### src/rtl/branch_rs.sv
// Branch reservation station: a collapsing queue of branch micro-ops that wait for
// their operands on the CDB and issue oldest-ready-first to the branch comparator.
module branch_rs #(
  parameter int DEPTH = 4,
  parameter int TAG_W = 4,
  parameter int OP_W  = 10,
  localparam int CW   = $clog2(DEPTH + 1)
) (
  input  logic             clk,
  input  logic             reset,
  input  logic             flush,
  input  logic             disp_valid,
  output logic             disp_ready,
  input  logic [OP_W-1:0]  disp_op,
  input  logic [31:0]      disp_vj,
  input  logic [31:0]      disp_vk,
  input  logic             disp_rj,
  input  logic             disp_rk,
  input  logic [TAG_W-1:0] disp_qj,
  input  logic [TAG_W-1:0] disp_qk,
  input  logic [TAG_W-1:0] disp_rob,
  input  logic [31:0]      disp_target,
  input  logic             cdb_valid,
  input  logic [TAG_W-1:0] cdb_tag,
  input  logic [31:0]      cdb_value,
  output logic             iss_valid,
  input  logic             iss_ready,
  output logic [31:0]      iss_vj,
  output logic [31:0]      iss_vk,
  output logic [OP_W-1:0]  iss_op,
  output logic [TAG_W-1:0] iss_rob,
  output logic [31:0]      iss_target,
  output logic [CW-1:0]    count
);

  localparam int IW = $clog2(DEPTH);

  logic [DEPTH-1:0] busy_q, busy_d, rdy;
  logic [DEPTH-1:0] rj_q, rj_d, rk_q, rk_d, crj, crk;
  logic [OP_W-1:0]  op_q [DEPTH];
  logic [OP_W-1:0]  op_d [DEPTH];
  logic [31:0]      vj_q [DEPTH];
  logic [31:0]      vj_d [DEPTH];
  logic [31:0]      vk_q [DEPTH];
  logic [31:0]      vk_d [DEPTH];
  logic [31:0]      cvj  [DEPTH];
  logic [31:0]      cvk  [DEPTH];
  logic [TAG_W-1:0] qj_q [DEPTH];
  logic [TAG_W-1:0] qj_d [DEPTH];
  logic [TAG_W-1:0] qk_q [DEPTH];
  logic [TAG_W-1:0] qk_d [DEPTH];
  logic [TAG_W-1:0] rob_q [DEPTH];
  logic [TAG_W-1:0] rob_d [DEPTH];
  logic [31:0]      tgt_q [DEPTH];
  logic [31:0]      tgt_d [DEPTH];
  logic [CW-1:0]    count_q, count_d, wr_idx;
  logic [IW-1:0]    sel_idx;
  logic             iss_fire, disp_fire, byp_j, byp_k;

  assign rdy        = busy_q & rj_q & rk_q;
  assign iss_valid  = |rdy;
  assign disp_ready = (count_q < CW'(DEPTH));
  assign iss_fire   = iss_valid && iss_ready && !flush;
  assign disp_fire  = disp_valid && disp_ready && !flush;
  assign wr_idx     = count_q - CW'(iss_fire);
  assign count      = count_q;
  assign byp_j      = !disp_rj && cdb_valid && (disp_qj == cdb_tag);
  assign byp_k      = !disp_rk && cdb_valid && (disp_qk == cdb_tag);

  always_comb begin
    sel_idx = '0;
    for (int i = DEPTH - 1; i >= 0; i--) begin
      if (rdy[i]) sel_idx = IW'(i);
    end
  end

  assign iss_vj     = vj_q[sel_idx];
  assign iss_vk     = vk_q[sel_idx];
  assign iss_op     = op_q[sel_idx];
  assign iss_rob    = rob_q[sel_idx];
  assign iss_target = tgt_q[sel_idx];

  // Capture CDB into every entry first, then collapse over the issued slot, then
  // append the dispatch so shifting entries still see this cycle's broadcast.
  always_comb begin
    for (int i = 0; i < DEPTH; i++) begin
      cvj[i] = vj_q[i];
      cvk[i] = vk_q[i];
      crj[i] = rj_q[i];
      crk[i] = rk_q[i];
      if (busy_q[i] && !rj_q[i] && cdb_valid && qj_q[i] == cdb_tag) begin
        cvj[i] = cdb_value;
        crj[i] = 1'b1;
      end
      if (busy_q[i] && !rk_q[i] && cdb_valid && qk_q[i] == cdb_tag) begin
        cvk[i] = cdb_value;
        crk[i] = 1'b1;
      end
    end
    for (int i = 0; i < DEPTH; i++) begin
      busy_d[i] = busy_q[i];
      op_d[i]   = op_q[i];
      vj_d[i]   = cvj[i];
      vk_d[i]   = cvk[i];
      rj_d[i]   = crj[i];
      rk_d[i]   = crk[i];
      qj_d[i]   = qj_q[i];
      qk_d[i]   = qk_q[i];
      rob_d[i]  = rob_q[i];
      tgt_d[i]  = tgt_q[i];
    end
    for (int i = 0; i < DEPTH - 1; i++) begin
      if (iss_fire && i >= int'(sel_idx)) begin
        busy_d[i] = busy_q[i+1];
        op_d[i]   = op_q[i+1];
        vj_d[i]   = cvj[i+1];
        vk_d[i]   = cvk[i+1];
        rj_d[i]   = crj[i+1];
        rk_d[i]   = crk[i+1];
        qj_d[i]   = qj_q[i+1];
        qk_d[i]   = qk_q[i+1];
        rob_d[i]  = rob_q[i+1];
        tgt_d[i]  = tgt_q[i+1];
      end
    end
    if (iss_fire) busy_d[DEPTH-1] = 1'b0;
    for (int i = 0; i < DEPTH; i++) begin
      if (disp_fire && int'(wr_idx) == i) begin
        busy_d[i] = 1'b1;
        op_d[i]   = disp_op;
        vj_d[i]   = byp_j ? cdb_value : disp_vj;
        vk_d[i]   = byp_k ? cdb_value : disp_vk;
        rj_d[i]   = disp_rj | byp_j;
        rk_d[i]   = disp_rk | byp_k;
        qj_d[i]   = disp_qj;
        qk_d[i]   = disp_qk;
        rob_d[i]  = disp_rob;
        tgt_d[i]  = disp_target;
      end
    end
    count_d = count_q + CW'(disp_fire) - CW'(iss_fire);
  end

  always_ff @(posedge clk) begin
    if (reset || flush) begin
      busy_q  <= '0;
      count_q <= '0;
    end else begin
      busy_q  <= busy_d;
      count_q <= count_d;
    end
  end

  // Payload needs no reset: it is only observed behind busy.
  always_ff @(posedge clk) begin
    rj_q <= rj_d;
    rk_q <= rk_d;
    for (int i = 0; i < DEPTH; i++) begin
      op_q[i]  <= op_d[i];
      vj_q[i]  <= vj_d[i];
      vk_q[i]  <= vk_d[i];
      qj_q[i]  <= qj_d[i];
      qk_q[i]  <= qk_d[i];
      rob_q[i] <= rob_d[i];
      tgt_q[i] <= tgt_d[i];
    end
  end

endmodule

### config.mk
export PLATFORM = sky130hd
export DESIGN_NAME = branch_rs
export DESIGN_NICKNAME = d
export VERILOG_FILES = /design/src/rtl/branch_rs.sv
export SDC_FILE = /design/constraint.sdc
export NUM_CORES = 1
export LEC_CHECK = 0
export CORE_MARGIN = 5
export CORE_UTILIZATION = 43
export DETAILED_ROUTE_END_ITERATION = 7
export GPL_ROUTABILITY_DRIVEN = 0
export PLACE_DENSITY_LB_ADDON = 0.25
export REMOVE_ABC_BUFFERS = 1
export SYNTH_ARGS = -nofsm -noshare
export SYNTH_HDL_FRONTEND = slang
export SYNTH_SLANG_ARGS = --single-unit
### constraint.sdc
create_clock -name clk -period 7.1 [get_ports clk]
set_clock_uncertainty 0.1 [all_clocks]
set_input_delay 1.42 -clock clk [delete_from_list [all_inputs] [get_ports clk]]
set_output_delay 1.42 -clock clk [all_outputs]
set_load 0.01 [all_outputs]
==> metrics.yaml <==
min_path:
  hp-class: "reg -> reg"
  hold_end: "busy_q[1]"
  hold_path_startpoint: "busy_q[1]"
  min_path_cells: 2
power:
  leakage_nw: 12.7
  seq_power_share_pct: 45.9
  netSwitchingFraction_pct: 26.5
  total_power_w: 0.00746
  p_int_w: 0.00548
  power_density_nw_per_um2: 230
  pwr-share-comb_pct: 14.9
  ir_worst_vdd_uv: 206
  clkPwrFrac_pct: 39.2
  power.switching_w: 0.00198
worst_setup_path:
  path_delay_family: "buffers and inverters"
  critical_path.max_stage_delay_ps: 950
  crit_arrival_ps: 4260
  path_depth: 6
  crit_buf_inv: 2
  rr_startpoint: "rk_q[0]"
  crit_path_end_kind: "output pin"
  crit_path_cell_trace: "nand3_1, nand3_4, buf_4, nand2_1, a31oi_1, clkdlybuf4s50_1"
  timing.rr.end: "op_q[0][7]"
  cpMaxStageDelayCell: "buf_4"
  crit_type: "reg -> out"
  path_max_fanout: 72
  worstPathRequired_ps: 5580
  r2r_cells: 11
  start_kind: "flop"
  reg2reg_setup_slack_ps: 2800
final_layout:
  nets: 3199
  layout_common_cells: "716 x nand2_1, 282 x edfxtp_1, 277 x mux2i_1"
  area_growth_pct: 18.3
  layout_commonest_cell: "nand2_1"
  final_cell_count_no_fill: 3924
  fill_cells: 5609
  drive_above_1_share_pct: 7.99
  stdcell_area_sq_um: 32500
  post-route-util_pct: 51.4
status:
  status: "completed"
floorplanning:
  core_area_sq_um: 63200
  ios: 277
  row_count: 92
  die-area_sq_um: 69000
  chipWidth_microns: 263
  die_h_microns: 263
  start_util_pct: 43.5
cts:
  cts_tree: "built"
  clk_pin_slew_ps: 60
  insertion_delay_ps: 630
  htreeDepth: 2
  cts_sinks: 487
  cts_resized: 0
  post_cts_buffers: 0
  cts_made_buffers: 55
  clockRootBuffer: "clkbuf_16"
  hold_buffers: 0
  max-clock-path-buffers: 3
routing:
  drc: 0
  drt_iter0_markers: 2773
  viasPerCell: 6.27
  ant_nets: 0
  firstDrtPassIters: 6
  drt-total-wl_microns: 98800
  wl_per_cell_microns: 25.2
  vias: 24589
placement:
  dpl-instance-area_sq_um: 30700
  port_buffers: 276
  dp.cells: 3821
  hpwl_microns: 57100
grt:
  antenna_found_initial: 5
  grt_max_degree: 187
  track_usage_pct: 26.9
  grt_overflow: 0
  grt_pass1_vias: 24741
  grt_pass1_wl_microns: 148000
logic_synthesis:
  yosysWarnings: 0
  netlist_area_sq_um: 27500
  syn_area_per_cell_sq_um: 9.40
  yosysSeqAreaShare_pct: 45.8
  synthArstFlopShare_pct: 0
  synth-edff-count: 282
  synth_ff_type: "edfxtp_1"
  ys_ff_latch: 487
  synth.distinct_cells: 61
  synthCells: 2920
timing:
  period_needed_ps: 5780
  finalSetupViolations: 0
  slew_headroom_pct: 21.4
  drv_slew: 0
  final-hold-violation-count: 0
  tightest_slew_ps: 1180
  max_freq_mhz: 173
  rsz0062_at_grt: "no"
  min_period_over_period_pct: 81.4
flow_run:
  maxCapViolCount: 0
-- cell families after synthesis --
logic type                 count (synthesis)  share of synthesized area [%]
buffers and inverters                    303                           5.00
AOI/OAI and AO/OA                        729                           19.7
xor gates and xnor gates                  43                           1.40
DFF                                      487                           45.8
and+or+nand+nor                         1063                           17.1
muxes                                    290                           10.7
adders and majority gates                  5                          0.255
-- power by group through the flow --
stage	Combinational, W	Sequential [W]	Clock (W)
6_report	0.00111	0.00343	0.00292
3_3_place_gp	0.00105	0.00346	0
5_1_grt	0.00120	0.00345	0.00305
4_1_cts	0.00110	0.00341	0.00297
3_5_place_dp	0.00109	0.00347	0
2_1_floorplan	0.000685	0.00342	0
-- per-layer routing --
layer | wire (microns) | GRT usage (%) | up-vias
met3 | 9140 | 5.06 | 272
li1 | - | - | 10881
met5 | 45 | 0 | -
met1 | 40400 | 35.6 | 11989
met4 | 4010 | 11.6 | 8
met2 | 45100 | 43.3 | 1439
-- synth_stat cells (8+ instances only) --
master | instances | area share, %
buf_6 | 14 | 0.57
a31oi_1 | 112 | 2.6
a31o_2 | 22 | 0.70
o21a_1 | 13 | 0.36
o221ai_2 | 46 | 2.5
mux2i_1 | 277 | 10
and3_1 | 63 | 1.4
edfxtp_1 | 282 | 31
o22ai_1 | 15 | 0.34
mux2i_2 | 13 | 0.65
nand2_1 | 717 | 9.8
o32ai_1 | 51 | 1.6
nor2_1 | 36 | 0.49
o221ai_1 | 20 | 0.64
xnor2_1 | 32 | 1.0
o21ai_1 | 19 | 0.35
nor2b_1 | 114 | 2.6
nand4b_1 | 8 | 0.26
xor2_1 | 10 | 0.32
clkbuf_1 | 171 | 2.3
buf_2 | 67 | 1.2
inv_1 | 32 | 0.44
a211oi_1 | 123 | 3.4
a21oi_1 | 50 | 0.91
o31ai_1 | 31 | 0.85
a21boi_1 | 8 | 0.22
o21ai_0 | 97 | 1.8
buf_4 | 12 | 0.33
nor3_1 | 83 | 1.5
a21boi_0 | 107 | 2.9
nand3_1 | 15 | 0.27
dfxtp_1 | 205 | 15
-- worst min-delay path, cell delays in order, from the launching register on --
cell	delay [ps]
dfxtp_1	340
nand2_1	70
a31oi_1	70
-- flip-flops by register name, indices dropped and copies added, names as in the netlist, 16 cells and up --
name,flops
rob_q,16
op_q,40
vj_q,128
tgt_q,128
qk_q,16
qj_q,16
vk_q,128
-- per-stage QoR --
step | setup TNS [ps] | hold WS (ps) | setup WS, ps
detailed placement | 0 | 422 | 1830
global route | 0 | 454 | 1210
CTS | 0 | 430 | 1340
floorplan | -1496840 | 376 | -6530
global placement | 0 | 423 | 1930
finish | 0 | 428 | 1320
-- layout make-up --
type / count / area (sq um) / area share [%]
diodes: 1 / 2.50 / 0.00770
inverters: 32 / 120 / 0.370
multi-input cells: 2130 / 13700 / 42.1
clock inverters: 24 / 295 / 0.909
flip-flops and latches: 487 / 12600 / 38.7
clock buffers: 78 / 1520 / 4.69
repair buffers: 326 / 3230 / 9.93
well taps: 846 / 1060 / 3.26
-- how the worst max path moves through the flow --
stage,startpoint,end
floorplan,iss_ready,rj_q[3]
global placement,flush,op_q[0][9]
detailed placement,flush,op_q[0][7]
CTS,rk_q[1],iss_vk[2]
global route,rk_q[1],iss_vj[28]
finish,rk_q[1],iss_vj[28]
(Power assumes the default switching activity.)
==> edit, RTL diff (same flow settings) <==
`TAG_W`: 4 -> 6.
--- a/src/rtl/branch_rs.sv
+++ b/src/rtl/branch_rs.sv
@@ -2,7 +2,7 @@
 // their operands on the CDB and issue oldest-ready-first to the branch comparator.
 module branch_rs #(
   parameter int DEPTH = 4,
-  parameter int TAG_W = 4,
+  parameter int TAG_W = 6,
   parameter int OP_W  = 10,
   localparam int CW   = $clog2(DEPTH + 1)
 ) (
Ports: changed (5 resized); port bits go from 277 to 287. The function was not compared with the original's and may differ.
==> edit against the original RTL <==
  * Cell area is 4.3% higher
  * Worst setup slack better by 0.17 ns
  * Synthesized cell count is 6.1% higher
  * Non-clock buffer count is 21 higher
  * Routed wire length is 9.8% higher
  * Count of clock-buffer cells in the layout is 1 higher
  * Final cell count is 4.4% higher
  * Hold slack worse by 0.013 ns
  * Area after synthesis is 4.5% higher
  * Total power is 3.0% higher
  * Sequential cell count is 24 higher
==> edit: results (changes against the original RTL) <==
Status
  • Outcome: finished, final reports clean

Place
  • Setup WS pre-CTS: 1.45 ns (-0.383 ns)
  • PortBufs: 286 (+3.6%)
  • Post-DP Area: 31900 um2 (+4.2%)
  • Placed Cells: 3986 (+4.3%)
  • Hpwl dp: 61.9 mm (+8.4%)

GRT
  • Met1 Use GR: 36.0% (+0.45 points)
  • M2 GR Usage: 45.8% (+2.5 points)
  • Total Routing Usage GR: 28.4% (+1.5 points)
  • First-pass GRT wire length: 160 mm (+8.1%)
  • Initial antenna violation count: 13 (+8)

Worst hold path
  • Hold_sp: vj_q[3][9]
  • Hold worst-path end: vj_q[3][9]

STA
  • Worst Tran Pin Value: 1.16 ns (-0.0180 ns)
  • Hold WS: 0.416 ns (-0.0125 ns)

Finish
  • Filler Cells Inserted: 5893 (+5.1%)
  • Final net count: 3356 (+4.9%)
  • Share of post-route cells with drive strength above 1: 8.98% (+0.99 points)
  • Reg area: 13300 um2 (+5.7%)

Power and ir drop
  • Clock power share: 40.3% (+1.1 points)
  • Logic power comb: 1050 uW (-5%)
  • Leak: 0.0124 uW (-1.8%)
  • Tot Pwr: 7690 uW (+3.0%)
  • Switching share of power: 25.8% (-0.72 points)
  • Worst VDD drop: 0.193 mV (-6.0%)

Worst setup path
  • WP data arrival: 4.10 ns (-0.16 ns)
  • Reg-to-reg setup timing slack: 2.50 ns (-0.30 ns)
  • Worst-path maximum fanout: 115 (+60%)
  • Worst R2R Start: rj_q[0]

Detailed routing
  • Routed wl met2: 50.0 mm (+11%)
  • Vias: 26600 (+8.2%)
  • 1st-pass router iterations: 7 (+1)
  • DR iter-0 viols: 3431 (+24%)

Yosys
  • Commonest cells post-synth: nand2_1 (778), edfxtp_1 (306), dfxtp_1 (205)
  • Post-synth EDFFs: 306 (+8.5%)
  • Post-synthesis cell type count: 63 (+3.3%)
  • Post-synthesis instance total: 3097 (+6.1%)
  • Synth top area cells: edfxtp_1 (32%), dfxtp_1 (14%), nand2_1 (10%), mux2i_1 (4.5%), a31oi_1 (3.2%)
[edit: cell types whose count changed in the layout (fill, tap and decap cells not counted), moves of 34 or more]
cell,delta
o32ai_1,-51
nor4_1,+34
mux2i_1,-148
and3_1,-55
nand2_1,+58
o221ai_1,+80
o21a_1,+51
a21o_1,+37
o32a_1,+65
a21boi_0,-86
[edit: final cells by class]
cell class / instances / area share [%]
Clock inverter: 28 / 0.890
Inverter: 45 / 0.528
Sequential cell: 511 / 39.2
Clock buffer: 79 / 4.81
Timing Repair Buffer: 347 / 10.0
Antenna cell: 3 / 0.0222
Multi-Input combinational cell: 2219 / 41.3
Tap cell: 864 / 3.19
[edit: kinds of logic (layout without fill, tap and decap cells)]
| group | Yosys count | after routing | share of synthesized area, % |
|---|---|---|---|
| AOI/OAI and AO/OA | 864 | 864 | 22.6 |
| xor gates and xnor gates | 62 | 62 | 1.89 |
| adders and majority gates | 5 | 5 | 0.244 |
| buffers and inverters | 367 | 499 | 5.72 |
| DFF | 511 | 511 | 46.3 |
| muxes | 133 | 133 | 4.66 |
| other | 0 | 3 | 0 |
| and+or+nand+nor | 1155 | 1155 | 18.6 |
[edit: worst max path at each step]
stage	start	to	slack [ns]	depth (start not counted)
after floorplan	busy_q[2]	iss_vj[0]	-4.60	5
after global placement	flush	vk_q[1][6]	1.51	10
final	rk_q[3]	iss_vk[29]	1.48	7
after detailed placement	flush	vk_q[1][9]	1.45	10
after global routing	rk_q[3]	iss_vj[0]	1.37	7
after CTS	rk_q[0]	iss_vj[0]	1.64	7
[edit: critical path, stage by stage, from the launching register on]
cell and delay, ns:
dfxtp_1 0.42, nand3_1 0.22, nand2b_1 0.25, a21oi_4 0.69, buf_12 0.53, a211oi_1 0.10, a31oi_1 0.52, clkdlybuf4s50_1 0.68
